[src/rtl/simple_uart_arbiter.sv]
// Round-robin arbiter sharing one simple_uart_core register port
// between NumReq requesters, with per-owner lock and lock timeout.
module simple_uart_arbiter #(
   parameter int NumReq        = 4,
   parameter int DataWidth     = 32,
   parameter int RegAddr       = 2,
   parameter int MaxLockCycles = 256
) (
   input  logic                          clk_i,
   input  logic                          rst_ni,
   input  logic [NumReq-1:0]             req_i,
   input  logic [NumReq-1:0]             lock_i,
   input  logic [NumReq*RegAddr-1:0]     addr_i,
   input  logic [NumReq-1:0]             we_i,
   input  logic [NumReq*DataWidth/8-1:0] be_i,
   input  logic [NumReq*DataWidth-1:0]   wdata_i,
   output logic [NumReq-1:0]             gnt_o,
   output logic [NumReq-1:0]             rvalid_o,
   output logic [DataWidth-1:0]          rdata_o,
   output logic                          device_req_o,
   output logic [RegAddr-1:0]            device_addr_o,
   output logic                          device_we_o,
   output logic [DataWidth/8-1:0]        device_be_o,
   output logic [DataWidth-1:0]          device_wdata_o,
   input  logic [DataWidth-1:0]          device_rdata_i,
   output logic                          lock_timeout_o
);

   localparam int IdW  = $clog2(NumReq);
   localparam int BeW  = DataWidth / 8;
   localparam int CntW = $clog2(MaxLockCycles + 1);

   typedef logic [IdW-1:0] id_t;

   logic [RegAddr-1:0]   addr_a  [NumReq];
   logic [BeW-1:0]       be_a    [NumReq];
   logic [DataWidth-1:0] wdata_a [NumReq];

   for (genvar k = 0; k < NumReq; k++) begin : g_unpack
      assign addr_a[k]  = addr_i[k*RegAddr +: RegAddr];
      assign be_a[k]    = be_i[k*BeW +: BeW];
      assign wdata_a[k] = wdata_i[k*DataWidth +: DataWidth];
   end

   id_t            prio_q, prio_d;
   id_t            owner_q, owner_d;
   logic           lock_q, lock_d;
   logic [CntW-1:0] lock_cnt_q, lock_cnt_d;
   logic           rsp_valid_q, rsp_valid_d;
   id_t            rsp_id_q, rsp_id_d;

   logic           hit;
   id_t            idx;
   id_t            cand;
   logic           timeout;

   function automatic id_t inc_id(input id_t i);
      if (int'(i) == NumReq - 1) return '0;
      return i + 1'b1;
   endfunction

   // Grant is masked in reset so every output reads zero there.
   always_comb begin
      hit  = 1'b0;
      idx  = '0;
      cand = prio_q;
      if (rst_ni) begin
         if (lock_q) begin
            if (req_i[owner_q]) begin
               hit = 1'b1;
               idx = owner_q;
            end
         end else begin
            for (int i = 0; i < NumReq; i++) begin
               if (!hit && req_i[cand]) begin
                  hit = 1'b1;
                  idx = cand;
               end
               cand = inc_id(cand);
            end
         end
      end
   end

   always_comb begin
      prio_d     = prio_q;
      owner_d    = owner_q;
      lock_d     = lock_q;
      lock_cnt_d = lock_cnt_q;
      timeout    = 1'b0;
      if (lock_q) begin
         if (hit) begin
            lock_cnt_d = '0;
            if (!lock_i[owner_q]) lock_d = 1'b0;
         end else if (lock_cnt_q == CntW'(MaxLockCycles - 1)) begin
            lock_d     = 1'b0;
            lock_cnt_d = '0;
            prio_d     = inc_id(owner_q);
            timeout    = 1'b1;
         end else if (lock_cnt_q != CntW'(MaxLockCycles)) begin
            lock_cnt_d = lock_cnt_q + 1'b1;
         end
      end else if (hit) begin
         prio_d = inc_id(idx);
         if (lock_i[idx]) begin
            lock_d     = 1'b1;
            owner_d    = idx;
            lock_cnt_d = '0;
         end
      end
   end

   assign rsp_valid_d = hit;
   assign rsp_id_d    = idx;

   always_ff @(posedge clk_i or negedge rst_ni) begin
      if (!rst_ni) begin
         prio_q      <= '0;
         owner_q     <= '0;
         lock_q      <= 1'b0;
         lock_cnt_q  <= '0;
         rsp_valid_q <= 1'b0;
         rsp_id_q    <= '0;
      end else begin
         prio_q      <= prio_d;
         owner_q     <= owner_d;
         lock_q      <= lock_d;
         lock_cnt_q  <= lock_cnt_d;
         rsp_valid_q <= rsp_valid_d;
         rsp_id_q    <= rsp_id_d;
      end
   end

   always_comb begin
      gnt_o = '0;
      if (hit) gnt_o[idx] = 1'b1;
      rvalid_o = '0;
      if (rsp_valid_q) rvalid_o[rsp_id_q] = 1'b1;
   end

   assign rdata_o        = rsp_valid_q ? device_rdata_i : '0;
   assign device_req_o   = hit;
   assign device_addr_o  = hit ? addr_a[idx] : '0;
   assign device_we_o    = hit ? we_i[idx] : 1'b0;
   assign device_be_o    = hit ? be_a[idx] : '0;
   assign device_wdata_o = hit ? wdata_a[idx] : '0;
   assign lock_timeout_o = timeout;

endmodule

[config.mk]
export PLATFORM = sky130hd
export DESIGN_NAME = simple_uart_arbiter
export DESIGN_NICKNAME = d
export VERILOG_FILES = /design/src/rtl/simple_uart_arbiter.sv
export SDC_FILE = /design/constraint.sdc
export NUM_CORES = 1
export LEC_CHECK = 0
export CORE_AREA = 2 2 110 112
export CTS_BUF_LIST = sky130_fd_sc_hd__clkbuf_4 sky130_fd_sc_hd__clkbuf_8
export CTS_CLUSTER_SIZE = 25
export DETAILED_ROUTE_END_ITERATION = 7
export DIE_AREA = 0 0 112 114
export PLACE_DENSITY = 0.75
export SYNTH_ARGS = -nofsm -noshare
export SYNTH_HDL_FRONTEND = slang
export SYNTH_SLANG_ARGS = --single-unit
[constraint.sdc]
create_clock -name clk_i -period 3.1 [get_ports clk_i]
set_input_delay 0.62 -clock clk_i [delete_from_list [all_inputs] [get_ports clk_i]]
set_output_delay 0.62 -clock clk_i [all_outputs]
set_load 0.02 [all_outputs]
======== After elaboration in Yosys (flattened, before gate mapping) ========
Index checks and enable logic that the tools add are counted.
word-level totals
  word-level logic and storage cells ...... 154
  input port bits ......................... 198
  register bits ........................... 17
operators by class
  equal/unequal tests ..................... 8
  magnitude comparators ................... 10
  muxes and demuxes ....................... 107
  reduce and logical (&&, ||, !) cells .... 15
  $add $sub $neg .......................... 6
  bitwise gates (word level) .............. 2
operators by type and width
  kind                                                                                 count
  32-bit two-way mux                                                                   4
  32-bit binary-select mux with 2-bit select                                           1
  2-bit two-way mux                                                                    30
  9-bit two-way mux                                                                    6
  1-bit two-way mux                                                                    49
  2-bit by 3-bit less-than comparator with 1-bit output, second input constant         7
  4-bit two-way mux                                                                    5
  1-bit binary-select mux with 2-bit select                                            8
  2-bit by 1-bit adder with 2-bit output, second input constant                        5
  2-bit by 1-bit == test with 1-bit output, second input constant                      5
  9-bit by 1-bit adder with 9-bit output, second input constant                        1
  9-bit by 8-bit == test with 1-bit output, second input constant                      1
  9-bit inequality test, second input constant                                         1
  3-bit AND reduction                                                                  3
  4-bit binary-select mux with 2-bit select                                            1
  2-bit nonzero test                                                                   3
  1-bit logical AND                                                                    5
  2-bit binary-select mux with 2-bit select                                            1
  1-bit demux with 2-bit select                                                        2
  2-bit by 1-bit greater-or-equal comparator with 1-bit output, second input constant  2
  3-bit greater-or-equal comparator, second input constant                             1
  1-bit zero test                                                                      3
  2-bit NOT with 3-bit output                                                          1
  3-bit nonzero test                                                                   1
  other kinds (2)                                                                      2

======== Depth between registers and ports, before layout ========
Gate-level depths: netlist of run 1.
  word-level depth ........................ 34
  depth in mapped cells ................... 11
  gate-level depth less buffers ........... 10

======== Worst setup path after synthesis of run 1 ========
No wires, ideal clock.
  path kind ............................... reg-to-output
  from .................................... register prio_q[0]
  to ...................................... output device_addr_o[0]
  buffers on the path ..................... 2
  slack ................................... -0.212 ns
  cell stages (with the launch flop) ...... 12
  arrival time ............................ 2.692 ns
  path through ............................ dfrtp_1 > ha_1 > buf_4 > mux2_2 > a32oi_1 > a31o_2 > o21a_4 > nand2_8 > inv_8 > buf_12 > mux4_2 > and2_1
on the way
  word-level cells in the longest chain between the ends .. 32
  elaborated cells between the ends (all ways) .. 61
  classes of those cells .................. add/sub: 3; eq/ne: 3; mux: 48; bitwise: 1; reduce/logical: 6
ends and longest elaborated chain
  what                                                      RTL line  text
  start, declared                                           45        id_t prio_q, prio_d;
  start signal, assigned                                    125       prio_q <= prio_d;
  2-bit by 1-bit == test with 1-bit output                  58        if (int'(i) == NumReq - 1) return '0;
  1-bit two-way mux                                         58
  1-bit two-way mux                                         68        if (lock_q) begin
  1-bit two-way mux                                         67        if (rst_ni) begin
  2-bit two-way mux                                         59        return i + 1'b1;
  2-bit two-way mux                                         68
  2-bit two-way mux                                         67
  2-bit by 1-bit == test with 1-bit output                  58
  [16 not listed]                                           -
  2-bit two-way mux (*)                                     75        if (!hit && req_i[cand]) begin
  2-bit two-way mux (*)                                     68
  2-bit two-way mux (*)                                     67
  named net idx[0]                                          53        id_t idx;
  2-bit NOT with 3-bit output (not written as such) (*)     143       assign device_addr_o = hit ? addr_a[idx] : '0;
  2-bit binary-select mux with 2-bit select (*)             143
  2-bit two-way mux (not written as such) (*) (2 in a row)  143
  2-bit two-way mux (*)                                     143
  end, declared                                             21        output logic [RegAddr-1:0] device_addr_o,
The timed path passes the listed nets; every way through them passes the cells marked *. The select of a mux whose other input is x is not followed.

======== Worst setup path after layout of run 1 ========
  from .................................... register prio_q[1]
  to ...................................... output device_be_o[2]
on the way
  word-level cells in the longest chain between the ends .. 32
  elaborated cells between the ends (all ways) .. 61
  classes of those cells .................. add/sub: 3; eq/ne: 3; mux: 48; bitwise: 1; reduce/logical: 6
ends and longest elaborated chain
  what                                                      RTL line  text
  2-bit by 1-bit == test with 1-bit output                  58
  1-bit two-way mux                                         58
  1-bit two-way mux                                         68
  1-bit two-way mux                                         67
  2-bit two-way mux                                         59
  2-bit two-way mux                                         68
  2-bit two-way mux                                         67
  2-bit by 1-bit == test with 1-bit output                  58
  [16 not listed]                                           -
  2-bit two-way mux (*)                                     75
  2-bit two-way mux (*)                                     68
  2-bit two-way mux (*)                                     67
  named net idx[0]                                          53
  2-bit NOT with 3-bit output (not written as such) (*)     145       assign device_be_o = hit ? be_a[idx] : '0;
  4-bit binary-select mux with 2-bit select (*)             145
  4-bit two-way mux (not written as such) (*) (2 in a row)  145
  4-bit two-way mux (*)                                     145
  end, declared                                             23        output logic [DataWidth/8-1:0] device_be_o,
Marked as above.

==> results of run 1 <==
==> synth_stat cells, types with 3 or more instances <==
master	count	area share (%)
mux2_2	5	1.8
o31ai_1	5	1.2
clkbuf_1	10	1.2
nand3_1	4	0.63
a31oi_1	6	1.2
mux2i_1	4	1.3
nand2b_1	3	0.59
nor2b_1	5	0.98
o221ai_1	4	1.1
buf_2	7	1.1
nor2_1	14	1.6
buf_4	3	0.71
nor3_1	3	0.47
and2_1	76	15
dfrtp_1	17	13
ha_1	8	3.1
buf_12	4	2.5
o21ai_0	8	1.3
nand3b_1	4	0.94
a21oi_1	3	0.47
nor3b_1	3	0.71
mux4_2	40	28
o211ai_1	3	0.71
and3_1	4	0.79
inv_1	13	1.5
nand2_1	6	0.71
nor4b_1	4	1.1
==> cell families after synthesis <==
| kind of cell | count (synthesis) |
|---|---|
| xor+xnor | 1 |
| simple gates | 142 |
| buf+inv | 42 |
| mux | 51 |
| flops | 17 |
| fa+ha+maj | 8 |
| compound gates | 53 |
==> worst paths after layout <==
| kind | endpoint | cells after the start |
|---|---|---|
| setup / recovery | device_be_o[2] | 11 |
| hold / removal | owner_q[1]$_DFFE_PN0P_ | 2 |
| setup reg to reg | lock_cnt_q[3]$_DFFE_PN0P_ | 13 |
| hold reg to reg | lock_cnt_q[0]$_DFFE_PN0P_ | 1 |
| max in group asynchronous | rsp_id_q[1]$_DFF_PN0_ | 2 |
| min in group clk_i | lock_cnt_q[0]$_DFFE_PN0P_ | 1 |
==> layer usage <==
| layer | track usage (%) | wire length [um] | part of all wire [%] | up-vias |
|---|---|---|---|---|
| li1 | - | - | - | 1872 |
| met1 | 25.3 | 5840 | 37 | 1989 |
| met2 | 41.5 | 8490 | 53 | 223 |
| met3 | 6.75 | 1430 | 8.9 | 18 |
| met4 | 3.33 | 201 | 1.3 | 2 |
| met5 | 0 | 13 | 0.081 | - |
==> registers in the layout, indices dropped and copies added, names as in the netlist <==
signal / count
lock_cnt_q: 9
lock_q: 1
prio_q: 2
rsp_valid_q: 1
rsp_id_q: 2
owner_q: 2
==> worst max-delay path, stage by stage (launching register included) <==
cell and delay [ps]:
dfrtp_1 420, ha_4 290, or4_4 560, nand3_4 110, a32oi_2 110, o21a_4 240
nand2_8 110, inv_12 70, buf_8 130, mux4_2 440, and2_4 170, buf_6 120
==> final cells by class <==
cell class              instances  area (um^2)
inverters                      14         77.6
well taps                     147          184
repair buffers                356         3680
fillers                       939         4450
repair inverters                1         11.3
flip-flops and latches         17          425
clock buffers                   4         48.8
multi-input cells             255         2830
diodes                          2         5.00
==> report_power, final <==
part | total [mW] | internal, mW | switching, mW | leakage, nW
clock | 0.178 | 0.100 | 0.0781 | 0.0262
sequential | 0.403 | 0.297 | 0.106 | 0.217
combinational | 4.99 | 2.87 | 2.12 | 2.74
total | 5.57 | 3.26 | 2.31 | 2.98
==> timing repair <==
action                     in CTS  in global routing
cloned                          2                  5
setup endpoints to repair      53                 47
setup buffers                   6                 12
pin swaps                      44                 13
resized for setup             291                 56
==> stage by stage <==
step	power, mW	util (%)	worst slack [ps]	instance area (um^2)
final	5.57	62.0	-541	7260
after detailed placement	4.55	56.0	-1190	6560
after global routing	5.89	62.0	-610	7260
after floorplan	2.91	-	-108	3300
after global placement	4.47	56.0	-1100	6560
after CTS	5.00	58.2	-509	6810
==> flow_metrics.tcl, run 1 <==
set metrics [dict create \
    grt_max_degree 37 \
    synth_cell_type_count 69 \
    muxShareOfSynthArea_pct 32.8 \
    cts_max_level 1 \
    r2r-start "prio_q[0]$_DFFE_PN0P_" \
    gp_congestion 0.924 \
    dp_cells 766 \
    synth_top_family_by_area "multiplexers" \
    synth-compound-area-share_pct 13.6 \
    drtIter0Drc 153 \
    dr.pass1.iters 4 \
    remaining_drc_errors 0 \
    r2r_slack_ps 90 \
    mostFrequentLayoutCells "228 x clkdlybuf4s50_1, 59 x buf_6, 45 x buf_4" \
    arrival_ps 3020 \
    finalSetupViolCount 44 \
    min_period_ps 3640 \
    num_rows 40 \
    hold_class "primary input to async pin" \
    ys.flop_type "dfrtp_1" \
    totalNegativeSetupSlack_ps -20550 \
    clockRootBuffer "clkbuf_8" \
    synthAdderAreaFrac_pct 3.14 \
    insertion_delay_ps 260 \
    port_buffers 278 \
    powerDensity_nw_per_um2 767 \
    synthSimpleGateAreaFrac_pct 28.3 \
    final-hold-violation-count 0 \
    areaGrowthSynthToFinish_pct 128 \
    avgSynthCellArea_um2 10.1 \
    timing.final.ws_setup_ps -541 \
    start_util_pct 27.2 \
    core_um2 11700 \
    status "finished, violations left" \
    finalCritPeriodShare_pct 117 \
    hpwlAfterDp_mm 12.7 \
    startpoint_type "flop" \
    layoutNonFillerInstCount 796 \
    cap_violations 0 \
    yosysWarningCount 0 \
    holdWs_ps 530 \
    rsz0062_at_grt "yes" \
    gr-total-overflow 0 \
    synth_edf_count 0 \
    crit_fanout 7 \
    p_leak_nw 2.98 \
    die_area_um2 12800 \
    routedWlPerCell_um 20.1 \
    worstPathRequired_ps 2480 \
    io_pins 279 \
    crit_type "flop to output pin" \
    cts_tree "done" \
    end_kind "output pin" \
    max_freq_mhz 275 \
    tightest_slew_ps 731 \
    ir_drop_uv 400 \
    skew_ps 1.13 \
    synth-async-reset-ratio_pct 100 \
    grt_use_total_pct 22.1 \
    grt_pass1_vias 4127 \
    cts-hold-fix-buffers 0 \
    fp.dieW_um 112 \
    nets 854 \
    drive_gt1_share_pct 40.5 \
    syn_area_um2 3190 \
    grt_pass1_wl_mm 22.3 \
    worstSetupStartpoint "prio_q[1]$_DFFE_PN0P_" \
    final_common_cell "clkdlybuf4s50_1" \
    die_height_um 114 \
    antenna_found_initial 3 \
    cts_inserted_buffers 3 \
    num_vias 4104 \
    ys_seq_area_share_pct 13.4 \
    routed_wl_mm 16.0 \
    synthCells 314 \
    ys_seq_elements 17 \
    drv_slew 0 \
    synth_nets 520 \
    cts_buffer_depth 2 \
    path_clk_slew_ps 70 \
    ant_nets 0 \
    vias_per_cell 5.16 \
    synth_xor_xnor_area_share_pct 0.275 \
    violations "setup timing" \
    slew_headroom_pct 51.2 \
    clock-sinks 17 \
]
(Power assumes the default switching activity.)
==> run 2: changes to the inputs <==
Settings changed: CTS_CLUSTER_DIAMETER set to 200.
==> results of run 2 <==
Final layout, timing and power as in run 1 (identical DEF).
